--- src/rtl/stopwatch_pkg.sv ---
// Shared types and default timing constants for the stopwatch control path
// and the digit counter chain.
package stopwatch_pkg;

  typedef enum logic [1:0] {
    IDLE    = 2'd0,
    RUNNING = 2'd1,
    PAUSED  = 2'd2
  } sw_state_t;

  localparam int unsigned DEFAULT_TICK_DIVISOR    = 1_000_000;
  localparam int unsigned DEFAULT_DEBOUNCE_CYCLES = 500_000;

  // Counter width that can hold 0..n-1, never narrower than one bit.
  function automatic int unsigned cnt_width(input int unsigned n);
    return (n <= 2) ? 1 : $clog2(n);
  endfunction

endpackage

--- src/rtl/stopwatch_timebase_debouncer.sv ---
// Raw button conditioning: two-flop synchronizer, stable-level debounce and a
// registered one-cycle pulse on each accepted press.
module button_debouncer
  import stopwatch_pkg::*;
#(
  parameter int unsigned DEBOUNCE_CYCLES = DEFAULT_DEBOUNCE_CYCLES
) (
  input  logic clk,
  input  logic rst_n,
  input  logic btn_raw,
  output logic press
);

  localparam int unsigned      CW       = cnt_width(DEBOUNCE_CYCLES);
  localparam logic [CW-1:0]    CNT_LAST = CW'(DEBOUNCE_CYCLES - 1);
  localparam logic [CW-1:0]    CNT_ONE  = CW'(1);

  logic          sync1_q, sync1_d;
  logic          sync2_q, sync2_d;
  logic [CW-1:0] cnt_q, cnt_d;
  logic          level_q, level_d;
  logic          level_dly_q, level_dly_d;
  logic          press_q, press_d;

  always_comb begin
    sync1_d     = btn_raw;
    sync2_d     = sync1_q;
    cnt_d       = cnt_q;
    level_d     = level_q;
    level_dly_d = level_q;
    press_d     = level_q & ~level_dly_q;

    // The counter only runs while the synchronized level disagrees with the
    // accepted level; any agreement restarts the window.
    if (sync2_q == level_q) begin
      cnt_d = '0;
    end else if (cnt_q == CNT_LAST) begin
      level_d = sync2_q;
      cnt_d   = '0;
    end else begin
      cnt_d = cnt_q + CNT_ONE;
    end
  end

  always_ff @(posedge clk or negedge rst_n) begin
    if (!rst_n) begin
      sync1_q     <= 1'b0;
      sync2_q     <= 1'b0;
      cnt_q       <= '0;
      level_q     <= 1'b0;
      level_dly_q <= 1'b0;
      press_q     <= 1'b0;
    end else begin
      sync1_q     <= sync1_d;
      sync2_q     <= sync2_d;
      cnt_q       <= cnt_d;
      level_q     <= level_d;
      level_dly_q <= level_dly_d;
      press_q     <= press_d;
    end
  end

  assign press = press_q;

endmodule

--- src/rtl/stopwatch_timebase.sv ---
// Stopwatch control: run/pause/idle FSM driven by two debounced buttons, and
// the prescaler producing the increment strobe for the digit counter chain.
module stopwatch_timebase
  import stopwatch_pkg::*;
#(
  parameter int unsigned TICK_DIVISOR    = DEFAULT_TICK_DIVISOR,
  parameter int unsigned DEBOUNCE_CYCLES = DEFAULT_DEBOUNCE_CYCLES
) (
  input  logic clk,
  input  logic reset,
  input  logic btn_start_stop,
  input  logic btn_clear,
  output logic increment,
  output logic clear,
  output logic running,
  output logic paused
);

  localparam int unsigned   PW         = $clog2(TICK_DIVISOR);
  localparam logic [PW-1:0] PRESC_LAST = PW'(TICK_DIVISOR - 1);
  localparam logic [PW-1:0] PRESC_ONE  = PW'(1);

  logic          ss_ev;
  logic          clr_ev;
  sw_state_t     state_q, state_d;
  logic [PW-1:0] presc_q, presc_d;
  logic          inc_q, inc_d;
  logic          clr_q, clr_d;

  button_debouncer #(
    .DEBOUNCE_CYCLES (DEBOUNCE_CYCLES)
  ) u_db_start_stop (
    .clk     (clk),
    .rst_n   (reset),
    .btn_raw (btn_start_stop),
    .press   (ss_ev)
  );

  button_debouncer #(
    .DEBOUNCE_CYCLES (DEBOUNCE_CYCLES)
  ) u_db_clear (
    .clk     (clk),
    .rst_n   (reset),
    .btn_raw (btn_clear),
    .press   (clr_ev)
  );

  always_comb begin
    state_d = state_q;
    presc_d = presc_q;
    inc_d   = 1'b0;
    clr_d   = 1'b0;

    if (clr_ev) begin
      state_d = IDLE;
      presc_d = '0;
      clr_d   = 1'b1;
    end else begin
      unique case (state_q)
        IDLE: begin
          presc_d = '0;
          if (ss_ev) state_d = RUNNING;
        end
        RUNNING: begin
          // On a pause event the prescaler holds, so the partial tick survives
          // and no strobe can escape on the transition cycle.
          if (ss_ev) begin
            state_d = PAUSED;
          end else if (presc_q == PRESC_LAST) begin
            presc_d = '0;
            inc_d   = 1'b1;
          end else begin
            presc_d = presc_q + PRESC_ONE;
          end
        end
        PAUSED: begin
          if (ss_ev) state_d = RUNNING;
        end
        default: begin
          state_d = IDLE;
          presc_d = '0;
        end
      endcase
    end
  end

  always_ff @(posedge clk or negedge reset) begin
    if (!reset) begin
      state_q <= IDLE;
      presc_q <= '0;
      inc_q   <= 1'b0;
      clr_q   <= 1'b0;
    end else begin
      state_q <= state_d;
      presc_q <= presc_d;
      inc_q   <= inc_d;
      clr_q   <= clr_d;
    end
  end

  assign increment = inc_q;
  assign clear     = clr_q;
  assign running   = (state_q == RUNNING);
  assign paused    = (state_q == PAUSED);

endmodule

--- config.mk ---
export PLATFORM = sky130hd
export DESIGN_NAME = stopwatch_timebase
export DESIGN_NICKNAME = d
export VERILOG_FILES = /design/src/rtl/stopwatch_pkg.sv /design/src/rtl/stopwatch_timebase_debouncer.sv /design/src/rtl/stopwatch_timebase.sv
export SDC_FILE = /design/constraint.sdc
export NUM_CORES = 1
export LEC_CHECK = 0
export CAP_MARGIN = 20
export CORE_ASPECT_RATIO = 0.7
export CORE_MARGIN = 2
export CORE_UTILIZATION = 62
export DETAILED_ROUTE_END_ITERATION = 10
export PLACE_DENSITY = 0.8
export SLEW_MARGIN = 5
export SYNTH_ARGS = -nofsm -noshare
export SYNTH_HDL_FRONTEND = slang
export SYNTH_SLANG_ARGS = --single-unit
--- constraint.sdc ---
create_clock -name clk -period 2.5 [get_ports clk]
set_input_delay 0.25 -clock clk [delete_from_list [all_inputs] [get_ports clk]]
set_output_delay 0.25 -clock clk [all_outputs]
set_load 0.01 [all_outputs]
* After elaboration in Yosys (flattened, before gate mapping) *
Index checks and enable logic that the tools add are counted.

storage, ports and cells
  register bits after elaboration = 72
  bits of input ports = 4
  output and inout bits = 4
  logic and storage cells = 59

cells by class
  $add $sub $neg = 3
  eq/ne operators = 11
  mux-type cells = 17
  bitwise gates (word level) = 6
  reductions and logical operators = 6

operator list
  kind                                                                    number
  19-bit 2-to-1 mux                                                       4
  20-bit 2-to-1 mux                                                       3
  20-bit case mux with 2 select lines                                     1
  19-bit by 1-bit adder with 19-bit output (second input constant)        2
  19-bit equality test (second input constant)                            2
  20-bit by 1-bit adder with 20-bit output (second input constant)        1
  20-bit equality test (second input constant)                            1
  2-bit AND reduction                                                     4
  2-bit 2-to-1 mux                                                        3
  3-bit by 1-bit != test with 1-bit output (second input constant)        2
  1-bit 2-to-1 mux                                                        5
  1-bit inverter                                                          4
  2-bit case mux with 2 select lines                                      1
  3-bit by 2-bit != test with 1-bit output (second input constant)        1
  1-bit bitwise AND                                                       2
  1-bit equality test                                                     2
  2-bit by 1-bit equality test with 1-bit output (second input constant)  1
  2-bit equality test (second input constant)                             1
  2-bit logical NOT                                                       1
  2-bit by 1-bit != test with 1-bit output (second input constant)        1
  2-bit OR reduction                                                      1

* Logic depth before layout (Yosys ltp) *
  word-level depth = 5
  mapped depth = 7
  mapped depth without buffers = 5

* Hierarchy *
Synthesis repeated with hierarchy kept, for this count alone.

second synthesis, totals
  cell total of the unflattened synthesis = 365
  area, all modules = 3678.5 um^2

by module, submodules not included
  module              times used  cells each  area an instance (um^2)  sequential area each (um^2)
  button_debouncer    2           108         1136.1                   600.6
  stopwatch_timebase  1           149         1406.3                   600.6

* Least setup slack after synthesis *
OpenSTA, ideal clock, no wires.

  path type = register -> register
  start point = register u_db_start_stop.cnt_q[11]
  end point = register u_db_start_stop.cnt_q[11]
  library setup time = 0.119 ns
  data arrival time = 1.914 ns
  data required time = 2.381 ns
  setup slack = 0.467 ns
  cell stages (with the launch flop) = 6
  buffers on the path = 1
  clock period less this slack = 2.033 ns
  cells stage by stage = dfrtp_1 -> or4_1 -> or4_4 -> o21ai_4 -> buf_6 -> nor2_2

between the ends
  word-level cells in the longest chain between the ends = 3
  elaborated cells between the ends (all ways) = 4
  those cells by class = add/sub (1); eq/ne (1); mux (2)

RTL lines
  what                                                                                     RTL line                                                                source
  start: declaration                                                                       stopwatch_timebase_debouncer.sv:20                                      logic [CW-1:0] cnt_q, cnt_d;
  start signal: assignment                                                                 stopwatch_timebase_debouncer.sv:56                                      cnt_q <= cnt_d;
  19-bit by 1-bit adder with 19-bit output / 19-bit equality test (equally long branches)  stopwatch_timebase_debouncer.sv:41, stopwatch_timebase_debouncer.sv:37
  19-bit 2-to-1 mux (*)                                                                    stopwatch_timebase_debouncer.sv:37                                      end else if (cnt_q == CNT_LAST) begin
  19-bit 2-to-1 mux (*)                                                                    stopwatch_timebase_debouncer.sv:35                                      if (sync2_q == level_q) begin
  named net u_db_start_stop.cnt_d[11]                                                      stopwatch_timebase_debouncer.sv:20

Mark *: on every way through the listed nets, which the timed path passes. The rest lies on a longest branch.
A chain may end at the register's enable or synchronous reset.

* Final worst setup path *
  start point = register u_db_start_stop.press_q, in the netlist u_db_start_stop.press
  end point = register presc_q[18]

between the ends
  word-level cells in the longest chain between the ends = 2

RTL lines
  what                                                RTL line                            source
  start: declaration                                  stopwatch_timebase_debouncer.sv:23  logic press_q, press_d;
  start signal: assignment                            stopwatch_timebase_debouncer.sv:59  press_q <= press_d;
  3-bit by 2-bit != test with 1-bit output (no line)  n/a
  2-bit AND reduction (no line)                       n/a
  end signal: assignment                              stopwatch_timebase.sv:95            presc_q <= presc_d;
  end: declaration                                    stopwatch_timebase.sv:26            logic [PW-1:0] presc_q, presc_d;

Every way passes these cells.

==> flow_summary_export.csv <==
group,metric,value,unit
run_status,status,"complete, no violations",
cts,clk_latency,0.35,ns
floorplan,dieArea,0.00649,sq mm
synth,synth_edf_count,0,
sta,hold_viol_final,0,
finish,fillers,417,
floorplan,num_rows,23,
place,dpl.hpwl,4950,um
worst_hold_path,holdPathStages,1,
routing,drt_iter0_drc,177,
finish,area.sequential,0.00180,sq mm
finish,fin_nets,387,
finish,fin_util,70.0,%
synth,synth_xor_area_share,5.79,%
sta,fin_ws,0.258,ns
place,io_buffers,7,
synth,yosys_register_bits,72,
cts,cts_htree_levels,3,
critical_path,end_kind,"flip-flop",
synth,synthSimpleGateAreaFrac,27.2,%
worst_hold_path,min_path_type,"input port to flip-flop",
power_and_ir_drop,power,0.00218,W
sta,slew_viol_final,0,
critical_path,critPathMaxStageDelay,0.77,ns
floorplan,die_h,68.0,um
cts,cts_root_buffer,"clkbuf_8",
routing,drc_errors,0,
critical_path,cp.arrival,2.50,ns
cts,cts_buffers,9,
finish,area_growth,9.93,%
sta,setup_viol,0,
critical_path,rr_worst_depth,4,
critical_path,r2r_slack,0.26,ns
critical_path,worstPathRequired,2.76,ns
sta,worst_pin_slew,0.772,ns
floorplan,die_x,95.5,um
synth,yosysWarnings,0,
flow_run,max_cap_violations,0,
floorplan,io_pins,8,
sta,clock.fmax,0.446,GHz
sta,max-slew-margin-rel,48.3,%
routing,wire_per_inst,15.4,um
critical_path,worstPathCellList,"and4bb_1 -> or4b_1 -> or4_1 -> a22oi_1",
power_and_ir_drop,ir_drop,0.378,mV
global_route,grt_pass1_vias,2583,
global_route,grt_pass1_wl,12100,um
synth,synth_top_flop_cell,"dfrtp_1",
sta,fin_setup_tns,0,ns
place,gp_congestion,0.924,
critical_path,crit_fanout,18,
routing,drt.antenna.violating_nets,0,
finish,layout-drive-gt1-share,11.2,%
floorplan,core_area,0.00570,sq mm
sta,finClkSkew,0.00579,ns
floorplan,initial_core_util,63.7,%
cts,clock_sink_count,72,
cts,cts_buffer_depth,2,
sta,rsz0062_at_grt,"false",
sta,min_period_over_period,89.7,%
worst_hold_path,holdCritStartpoint,"btn_clear",
synth,syn_area_per_cell,9.86,sq um
global_route,grt.overflow.total,0,
critical_path,r2r_end,"presc_q[18]",
global_route,antenna_found_initial,0,
finish,antenna-diode-count,0,
power_and_ir_drop,power_leakage,1.54,nW
synth,synthCells,368,
place,dpl_worst_slack,0.294,ns
synth,synthDistinctLibCells,47,
synth,async_flop_share,100,%
routing,routed_wl,7060,um
synth,yosysSeqAreaShare,49.6,%
synth,synth_top_family_by_area,"simple AND/OR/NAND/NOR gates",
synth,syn_area,0.00363,sq mm
routing,avgViaCountPerCell,6.15,
global_route,track_usage,24.4,%
global_route,grt_max_degree,39,
critical_path,start_kind,"flip-flop",
critical_path,critPathSlowestCell,"or4b_1",
synth,syn_nets,375,
synth,synth_compound_area_share,12.5,%
critical_path,r2r-start,"u_db_start_stop.press",
worst_hold_path,hold_end,"u_db_clear.sync1_q",
power_and_ir_drop,powerDensity,547,mW/mm^2
synth,synth_mux_area_share,0.896,%
finish,multi_input_area,0.00172,sq mm
sta,fin_crit,2.24,ns
cts,clkSlewWorstSetupHoldPaths,0.08,ns
critical_path,path_class,"flip-flop to flip-flop",
routing,dr.pass1.iters,5,
synth,synth_adder_area_share,1.03,%
cts,cts_tree,"yes",
routing,vias,2830,
[power breakdown]
group	internal, W	switching, W
clock network	0.000511	0.000426
registers	0.00118	0.00000903
logic	0.0000199	0.0000432
[cell families after synthesis]
family          count (synthesis)
simple gates                  175
fa+ha+maj                       3
xor+xnor                       24
compound gates                 68
flops                          72
mux                             3
buf+inv                        23
[stage by stage]
| step | instances | area, sq um | hold WS, ns |
|---|---|---|---|
| after floorplan | 368 | 3630 | -0.0456 |
| after global placement | 443 | 3770 | 0.315 |
| after detailed placement | 443 | 3770 | 0.316 |
| after CTS | 460 | 3990 | 0.325 |
| after global routing | 460 | 3990 | 0.318 |
| final | 460 | 3990 | 0.333 |
[synthesized netlist by cell type, types with 3 or more instances]
cell      number  share of area (%)
nor3b_1        3               0.62
xor2_1        13                3.1
or4_1         16                3.3
nand4_1        7                1.2
inv_1          8               0.83
and3_1         3               0.52
a22oi_1       10                2.1
or3_1         11                1.9
nand3b_1       3               0.62
nor3_1         5               0.69
a21oi_1       13                1.8
xnor2_1       11                2.7
nand3_1       27                3.7
dfrtp_1       72                 50
nand2_1       33                3.4
buf_2          3               0.41
nor4_1         7                1.2
nor2_1        25                2.6
o21ai_0       15                2.1
o211ai_1       6                1.2
nor2_2        10                1.7
ha_1           3                1.0
and4_1         6                1.4
and2_1         5               0.86
clkbuf_1      10                1.0
o31ai_1       15                3.1
[layout by cell type (no fill, tap or decap), types with 7 or more instances in the layout]
| master | instances |
|---|---|
| dfrtp_1 | 72 |
| nand2_1 | 33 |
| nand3_1 | 27 |
| nor2_1 | 25 |
| or4_1 | 16 |
| o31ai_1 | 15 |
| o21ai_0 | 15 |
| xor2_1 | 13 |
| a21oi_1 | 13 |
| or3_1 | 11 |
| xnor2_1 | 11 |
| clkbuf_8 | 11 |
| nor2_2 | 10 |
| a22oi_1 | 10 |
| inv_1 | 8 |
| buf_4 | 8 |
| nand4_1 | 7 |
| nor4_1 | 7 |
[worst max-delay path: cells and delay by family, from the launching register on]
family             cells  cell delay, ns
AOI/OAI and AO/OA      1            0.18
DFF                    1            0.45
and+or+nand+nor        3            1.52
[cell type report]
| class | instances | area share, % |
|---|---|---|
| sequential | 72 | 45.2 |
| multi-input combinational | 273 | 43.2 |
| clock buffer | 11 | 3.79 |
| timing repair buffer | 16 | 3.39 |
| tap | 75 | 2.35 |
| clock inverter | 5 | 1.38 |
| inverter | 8 | 0.753 |
[registers in the layout (all words and copies together) (netlist names), 2 cells and up]
register,count
presc_q,20
u_db_start_stop.cnt_q,19
u_db_clear.cnt_q,19
state_q,2
[per-layer routing]
layer	up-vias	share of wire [%]	routed length [um]	GRT usage (%)
li1	1384	-	-	-
met1	1360	49	3430	35.7
met2	78	45	3160	35.9
met3	8	5.9	419	8.04
met4	0	0.75	53	5.00
met5	-	0	0	0
[worst max path at each step]
| stage | slack [ns] | start | to |
|---|---|---|---|
| 2_1_floorplan | 0.47 | u_db_start_stop.cnt_q[11] | u_db_start_stop.cnt_q[11] |
| 3_3_place_gp | 0.37 | u_db_start_stop.press | presc_q[18] |
| 3_5_place_dp | 0.29 | u_db_clear.press | presc_q[16] |
| 4_1_cts | 0.26 | u_db_clear.press | presc_q[18] |
| 5_1_grt | 0.09 | u_db_clear.press | presc_q[13] |
| 6_report | 0.26 | u_db_start_stop.press | presc_q[18] |
[timing repair]
item | in CTS | in global routing
hold endpoints to repair | 72 | 0
setup buffers | 0 | 0
gates resized for setup | 0 | 0
hold buffers | 1 | 0
No activity file was read; power rests on OpenSTA's default activity.
